`src/rtl/mix_columns_engine.sv`:
```
// AES MixColumns engine: one 32-bit column per cycle through an IDLE/BUSY/DONE handshake FSM.
// Optional macro MIX_COL_INV_EN adds the inv_mode port and the InvMixColumns datapath.
module mix_columns_engine (
  input  logic         clk,
  input  logic         rst_n,
  input  logic         in_valid,
  output logic         in_ready,
  input  logic [127:0] in_state,
  output logic         out_valid,
  input  logic         out_ready,
  output logic [127:0] out_state
`ifdef MIX_COL_INV_EN
  ,
  input  logic         inv_mode
`endif
);

  typedef enum logic [1:0] {IDLE, BUSY, DONE} state_t;

  state_t       state_q, state_d;
  logic [1:0]   col_q, col_d;
  logic [127:0] data_q, data_d;
  logic [127:0] out_q, out_d;
  logic [31:0]  data_col [4];
  logic [31:0]  col_in;
  logic [31:0]  col_out;

  function automatic logic [7:0] xt(input logic [7:0] b);
    return {b[6:0], 1'b0} ^ (b[7] ? 8'h1b : 8'h00);
  endfunction

  function automatic logic [31:0] mix_fwd(input logic [31:0] w);
    logic [7:0] a0, a1, a2, a3;
    a0 = w[31:24];
    a1 = w[23:16];
    a2 = w[15:8];
    a3 = w[7:0];
    // 3a = xtime(a) ^ a
    return {xt(a0) ^ xt(a1) ^ a1 ^ a2 ^ a3,
            a0 ^ xt(a1) ^ xt(a2) ^ a2 ^ a3,
            a0 ^ a1 ^ xt(a2) ^ xt(a3) ^ a3,
            xt(a0) ^ a0 ^ a1 ^ a2 ^ xt(a3)};
  endfunction

`ifdef MIX_COL_INV_EN
  logic inv_q, inv_d;

  function automatic logic [31:0] mix_inv(input logic [31:0] w);
    logic [7:0] a  [4];
    logic [7:0] m9 [4];
    logic [7:0] mb [4];
    logic [7:0] md [4];
    logic [7:0] me [4];
    logic [7:0] x2, x4, x8;
    logic [31:0] r;
    for (int j = 0; j < 4; j++) begin
      a[j]  = w[31-8*j -: 8];
      x2    = xt(a[j]);
      x4    = xt(x2);
      x8    = xt(x4);
      m9[j] = x8 ^ a[j];
      mb[j] = x8 ^ x2 ^ a[j];
      md[j] = x8 ^ x4 ^ a[j];
      me[j] = x8 ^ x4 ^ x2;
    end
    // Each matrix row is the row above rotated right by one byte.
    r[31:24] = me[0] ^ mb[1] ^ md[2] ^ m9[3];
    r[23:16] = m9[0] ^ me[1] ^ mb[2] ^ md[3];
    r[15:8]  = md[0] ^ m9[1] ^ me[2] ^ mb[3];
    r[7:0]   = mb[0] ^ md[1] ^ m9[2] ^ me[3];
    return r;
  endfunction
`endif

  for (genvar gi = 0; gi < 4; gi++) begin : g_col
    assign data_col[gi] = data_q[127-32*gi -: 32];
  end

  assign col_in = data_col[col_q];

`ifdef MIX_COL_INV_EN
  assign col_out = inv_q ? mix_inv(col_in) : mix_fwd(col_in);
`else
  assign col_out = mix_fwd(col_in);
`endif

  always_comb begin
    state_d = state_q;
    col_d   = col_q;
    data_d  = data_q;
    out_d   = out_q;
`ifdef MIX_COL_INV_EN
    inv_d   = inv_q;
`endif
    case (state_q)
      IDLE: begin
        if (in_valid) begin
          data_d  = in_state;
          col_d   = 2'd0;
          state_d = BUSY;
`ifdef MIX_COL_INV_EN
          inv_d   = inv_mode;
`endif
        end
      end
      BUSY: begin
        for (int i = 0; i < 4; i++) begin
          if (col_q == i[1:0]) out_d[127-32*i -: 32] = col_out;
        end
        col_d = col_q + 2'd1;
        if (col_q == 2'd3) state_d = DONE;
      end
      DONE: begin
        if (out_ready) state_d = IDLE;
      end
      default: state_d = IDLE;
    endcase
  end

  always_ff @(posedge clk) begin
    if (!rst_n) begin
      state_q <= IDLE;
      col_q   <= 2'd0;
      data_q  <= 128'h0;
      out_q   <= 128'h0;
`ifdef MIX_COL_INV_EN
      inv_q   <= 1'b0;
`endif
    end else begin
      state_q <= state_d;
      col_q   <= col_d;
      data_q  <= data_d;
      out_q   <= out_d;
`ifdef MIX_COL_INV_EN
      inv_q   <= inv_d;
`endif
    end
  end

  assign in_ready  = (state_q == IDLE);
  assign out_valid = (state_q == DONE);
  assign out_state = out_q;

endmodule

```
`config.mk`:
```
export PLATFORM = sky130hd
export DESIGN_NAME = mix_columns_engine
export DESIGN_NICKNAME = d
export VERILOG_FILES = /design/src/rtl/mix_columns_engine.sv
export SDC_FILE = /design/constraint.sdc
export NUM_CORES = 1
export LEC_CHECK = 0
export ABC_CLOCK_PERIOD_IN_PS = 1900
export BUFFER_PORTS_ARGS = -buffer_cell sky130_fd_sc_hd__buf_2
export CORE_AREA = 2 2 152 154
export DETAILED_ROUTE_END_ITERATION = 16
export DIE_AREA = 0 0 154 156
export PLACE_DENSITY_LB_ADDON = 0.3
export SYNTH_ARGS = -nofsm -noshare
export SYNTH_HDL_FRONTEND = slang
export SYNTH_SLANG_ARGS = --single-unit
```
`constraint.sdc`:
```
create_clock -name clk -period 1.9 [get_ports clk]
set_input_delay 0.38 -clock clk [delete_from_list [all_inputs] [get_ports clk]]
set_output_delay 0.38 -clock clk [all_outputs]
set_load 0.02 [all_outputs]
```
* After elaboration in Yosys (flattened, before gate mapping)
Cells that the tools add are included.
** Storage, ports and cells
- ROM bits :: 0
- Bits in writable memories :: 0
- Register bits :: 260
- Bits in latches :: 0
- Memories :: 0
** Cells by class
- Magnitude comparators :: 1
- Bitwise operators :: 21
- Reduce and logical (&&, ||, !) cells :: 10
- Multipliers :: 0
- Add/subtract/negate cells :: 1
- Multiplexer cells :: 13
- Eq/ne operators :: 8
- Divide/modulo/power cells :: 0
- Shift-type cells :: 0
** Operators with widths (count)
- XOR 8 bit :: 16
- binary-select mux 32 bit (select 2 bit) :: 1
- two-way mux 32 bit :: 2
- XOR 8 x 5 -> 8 bit :: 4
- two-way mux 5 bit :: 4
- AND reduction 2 bit :: 6
- two-way mux 2 bit :: 4
- == test 2 bit, second input constant :: 3
- one-hot mux 2 bit (3 select lines) :: 1
- == test 2 x 1 -> 1 bit, second input constant :: 2
- zero test 2 bit :: 2
- inequality test 2 bit, second input constant :: 2
- one-hot mux 2 bit (2 select lines) :: 1
- greater-or-equal comparator 3 bit, second input constant :: 1
- inverter 2 -> 3 bit :: 1
- AND reduction 3 bit :: 1
- adder 2 x 1 -> 2 bit, second input constant :: 1
- inequality test 2 x 1 -> 1 bit, second input constant :: 1
- nonzero test 2 bit :: 1

* Longest topological paths before layout
- Depth in word-level cells :: 10
- Gate-level depth with buffers :: 8

* Worst setup path before layout
OpenSTA, ideal clock, no wires.
- Kind :: reg2reg
- Start point :: reg col_q[1]
- End point :: reg out_q[15], in the netlist out_state[15]
- Data arrival time :: 2.020 ns
- Library setup time :: 0.127 ns
- Stages on the path, launching flop included :: 8
- Slack :: -0.247 ns
- Clock period less this slack :: 2.147 ns
- Required time :: 1.773 ns
- Path buffers :: 2
- Path through :: dfxtp_1 > buf_6 > buf_6 > mux4_2 > xor2_1 > xnor2_1 > xor2_1 > o21ai_0
** Between the ends
- Cells in the longest elaborated chain, start to end :: 8
- Elaborated cells between the ends (all ways) :: 12
** RTL lines
- start, declared :: line 21 : logic [1:0] col_q, col_d;
- start signal, assigned :: line 131 : col_q <= col_d;
- inverter 2 -> 3 bit (not written as such) :: line 79 : assign col_in = data_col[col_q];
- binary-select mux 32 bit (select 2 bit) :: line 79
- two-way mux 32 bit (not written as such) (2 in series) :: line 79
- XOR 8 bit / XOR 8 x 5 -> 8 bit (equally long branches) :: line 41, 29
- XOR 8 bit (3 in series) :: line 41 : a0 ^ a1 ^ xt(a2) ^ xt(a3) ^ a3,
- end signal, assigned :: line 133 : out_q <= out_d;
- end, declared :: line 23 : logic [127:0] out_q, out_d;
Parallel ways exist; a longest one is shown, timed or not. The select of a mux whose other input is x is not followed.
A chain may end at the register's enable or synchronous reset.

* Final worst setup path
- Start point :: reg col_q[1]
- End point :: reg out_q[115], in the netlist out_state[115]
** Between the ends
- Cells in the longest elaborated chain, start to end :: 10
- Elaborated cells between the ends (all ways) :: 14
** RTL lines
- inverter 2 -> 3 bit (not written as such) :: line 79
- binary-select mux 32 bit (select 2 bit) :: line 79
- two-way mux 32 bit (not written as such) (2 in series) :: line 79
- two-way mux 5 bit :: line 29 : return {b[6:0], 1'b0} ^ (b[7] ? 8'h1b : 8'h00);
- XOR 8 x 5 -> 8 bit :: line 29
- XOR 8 bit (4 in series) :: line 40 : a0 ^ xt(a1) ^ xt(a2) ^ a2 ^ a3,
Parallel ways exist; a longest one is shown, timed or not. The select of a mux whose other input is x is not followed.

==> impl_metrics.yaml <==
run_status:
  status: "complete, but fails checks"
  violations: "negative setup slack"
sta:
  fin_crit_ns: 2.30
  fin_ws_ns: -0.401
  setup_viol: 128
  worstMarginPinSlew_ns: 0.482
  max_slew_margin_pct: 67.7
  whs_ns: 0.101
  min_period_over_period_pct: 121
  maxSlewViolCount: 0
  fmax_mhz: 435
  hold_viol_final: 0
  rsz0062_at_grt: "yes"
  skew_ns: 0.00950
clocking:
  tritoncts.num_buffers: 27
  cts_tree: "done"
  clock-sinks: 260
  clockBufferDepth: 3
  htree_levels: 1
  insertion_delay_ns: 0.53
  clk_pin_slew_ns: 0.06
  cts-root-buf: "clkbuf_16"
routing:
  drc: 0
  viasPerCell: 5.08
  num_vias: 8955
  drtPass1Iterations: 4
  wl_per_cell_um: 17.3
  first_iter_violations: 536
  ant_nets: 0
  routed_wl_um: 30600
placed_design:
  placed_cells: 1703
  dp_hpwl_um: 21400
  io_buffers: 261
  gp_congestion: 0.833
  place_area_um2: 13000
job:
  cap_violations: 0
synth:
  async_flop_share_pct: 0
  ys_ff_latch: 260
  synth_most_common_cell: "nand2_1"
  synthTopCellsByCount: "377 x nand2_1, 260 x dfxtp_1, 128 x a21boi_0, 101 x o21ai_0, 82 x xnor2_1"
  synthDistinctLibCells: 30
  yosys.area.top_type_share_pct: 49.1
  synth_top_area_cell: "dfxtp_1"
  netlist_area_um2: 10600
  yosysSeqAreaShare_pct: 49.1
  synth_edf_count: 0
  synth_top_flop_cell: "dfxtp_1"
  synth_area_leaders: "dfxtp_1 49%, nand2_1 13%, a21boi_0 9.1%"
  syn_nets: 1283
  syn_inst: 1147
  avgSynthCellArea_um2: 9.24
  yosysWarningCount: 0
final_layout:
  design_area_um2: 14600
  final_core_util_pct: 65.2
  final_layout_size_suffix_gt1_share_pct: 35.7
  syn2layout_area_growth_pct: 37.7
  n_antenna_cell: 0
  finalNonFillerCells: 1762
  fillCellCount: 1795
  fin_nets: 1597
critical_path:
  start_kind: "flop"
  cp_cell_sequence: "buf_12 -> mux4_2 -> xor2_2 -> xnor2_4 -> buf_12 -> xnor2_4 -> a22o_1"
  cp.required_ns: 2.32
  crit_buf_inv: 2
  worst_path_max_delay_cell: "mux4_2"
  crit_family: "multiplexers"
  path_class: "reg -> reg"
  critPathCaptureType: "flop"
  arrival_ns: 2.72
  cp_max_fo: 9
  max_stage_delay_ns: 0.68
floorplanning:
  design.die.area_um2: 24000
  die_w_um: 154
  fp-row-count: 55
  ios: 262
  initial_core_util_pct: 47.4
  core-area_um2: 22400
  dieHeight_um: 156
global_routing:
  grt_pass1_wl_um: 45300
  antenna_found_initial: 0
  grt_overflow_total: 0
  grtUsageTotal_pct: 23.8
  grt_pass1_vias: 8344
  grt_start_max_net_pins: 133
min_path:
  hp-class: "in -> reg"
power:
  cellLeakagePower_nw: 6.13
  peakVddDrop_v: 0.000574
  powerDensity_nw_per_um2: 997
cells in the final DEF (no fill, tap or decap), types with 2 or more instances in the layout:
cell       netlist  final
a22oi_1          2      2
clkbuf_16        0     27
nand2_1        377    376
buf_4            3     79
xnor2_2          7     41
dfxtp_1        260    258
o21ai_0        101     42
clkinv_2         0      2
xor2_1          18      8
a21boi_2         0      4
xnor2_1         82     32
mux4_2          32     32
nor2b_1          5      5
o21ai_1         19     65
inv_6            0      2
buf_12           1     20
a22o_1           8      8
and3_1           4      4
buf_6            2      5
mux2i_1          2      2
ha_1             4      4
o21ai_2          0     13
xor2_2           2      9
nand3_1          4      4
clkbuf_8         0      4
xor2_4           0      3
clkinv_4         0      2
bufinv_16        0      3
buf_2            4    260
inv_1            4      4
xnor2_4          1     17
a21boi_0       128    128
clkbuf_1        66      4
metal layers:
metal / track usage [%] / part of all wire [%] / up-vias
met5: 0 / 0 / -
met4: 6.45 / 2.3 / 0
met3: 3.47 / 5.4 / 41
met2: 39.5 / 49 / 269
met1: 32.6 / 44 / 4226
li1: - / - / 4419
per-stage QoR:
step,setup TNS [ns],setup WS [ns],total power (W)
2_1_floorplan,-12.91,-0.142,0.00753
3_3_place_gp,-34.24,-0.407,0.00882
3_5_place_dp,-38.59,-0.457,0.00886
4_1_cts,-34.77,-0.374,0.0143
5_1_grt,-47.33,-0.463,0.0151
6_report,-38.10,-0.401,0.0145
cells by family after synthesis:
group | after synthesis | synth area share, %
buffers and inverters | 83 | 3.39
multiplexers | 34 | 6.99
XOR/XNOR | 110 | 9.91
adder cells (fa/ha/maj) | 4 | 0.472
flip-flops | 260 | 49.1
AND/OR/NAND/NOR | 393 | 14.2
AO/OA/AOI/OAI | 263 | 15.9
layout make-up:
cell class                 instances  area, um^2  share of cell area (%)
timing repair buffer             364        2350                    16.1
inverter                           4        15.0                   0.103
clock buffer                      35         746                    5.11
sequential                       260        5210                    35.7
clock inverter                    10         143                   0.977
tap                              285         357                    2.44
multi-input combinational        804        5770                    39.6
tightest hold or removal path: stages:
cell      delay [ns]
buf_2           0.09
nand2_1         0.04
a21boi_0        0.06
sequential cells by signal, indices dropped and copies added (netlist names):
register   flops
data_col     128
col_q          2
out_state    128
state_q        2
final timing paths:
check                     start              to  slack, ns  cells after the start
setup / recovery       col_q[1]  out_state[115]      -0.40                      7
hold / removal     in_state[85]    data_col[85]       0.10                      3
setup reg to reg       col_q[1]  out_state[115]      -0.40                      7
hold reg to reg   out_state[26]   out_state[26]       0.44                      2
report_power, final:
group          total (W)  leakage, nW  switching [W]  internal (W)
logic            0.00339         3.58        0.00182       0.00157
clock network    0.00526        0.434        0.00209       0.00317
registers        0.00590         2.12       0.000163       0.00573
what timing repair did:
item / 4_1_cts / 5_1_grt
hold endpoints to repair: 0 / 0
hold buffers: 0 / 0
pin swaps: 17 / 63
gates resized for setup: 37 / 72
setup endpoints to repair: 128 / 128
setup buffers: 7 / 7
No activity file was read; power rests on OpenSTA's default activity.
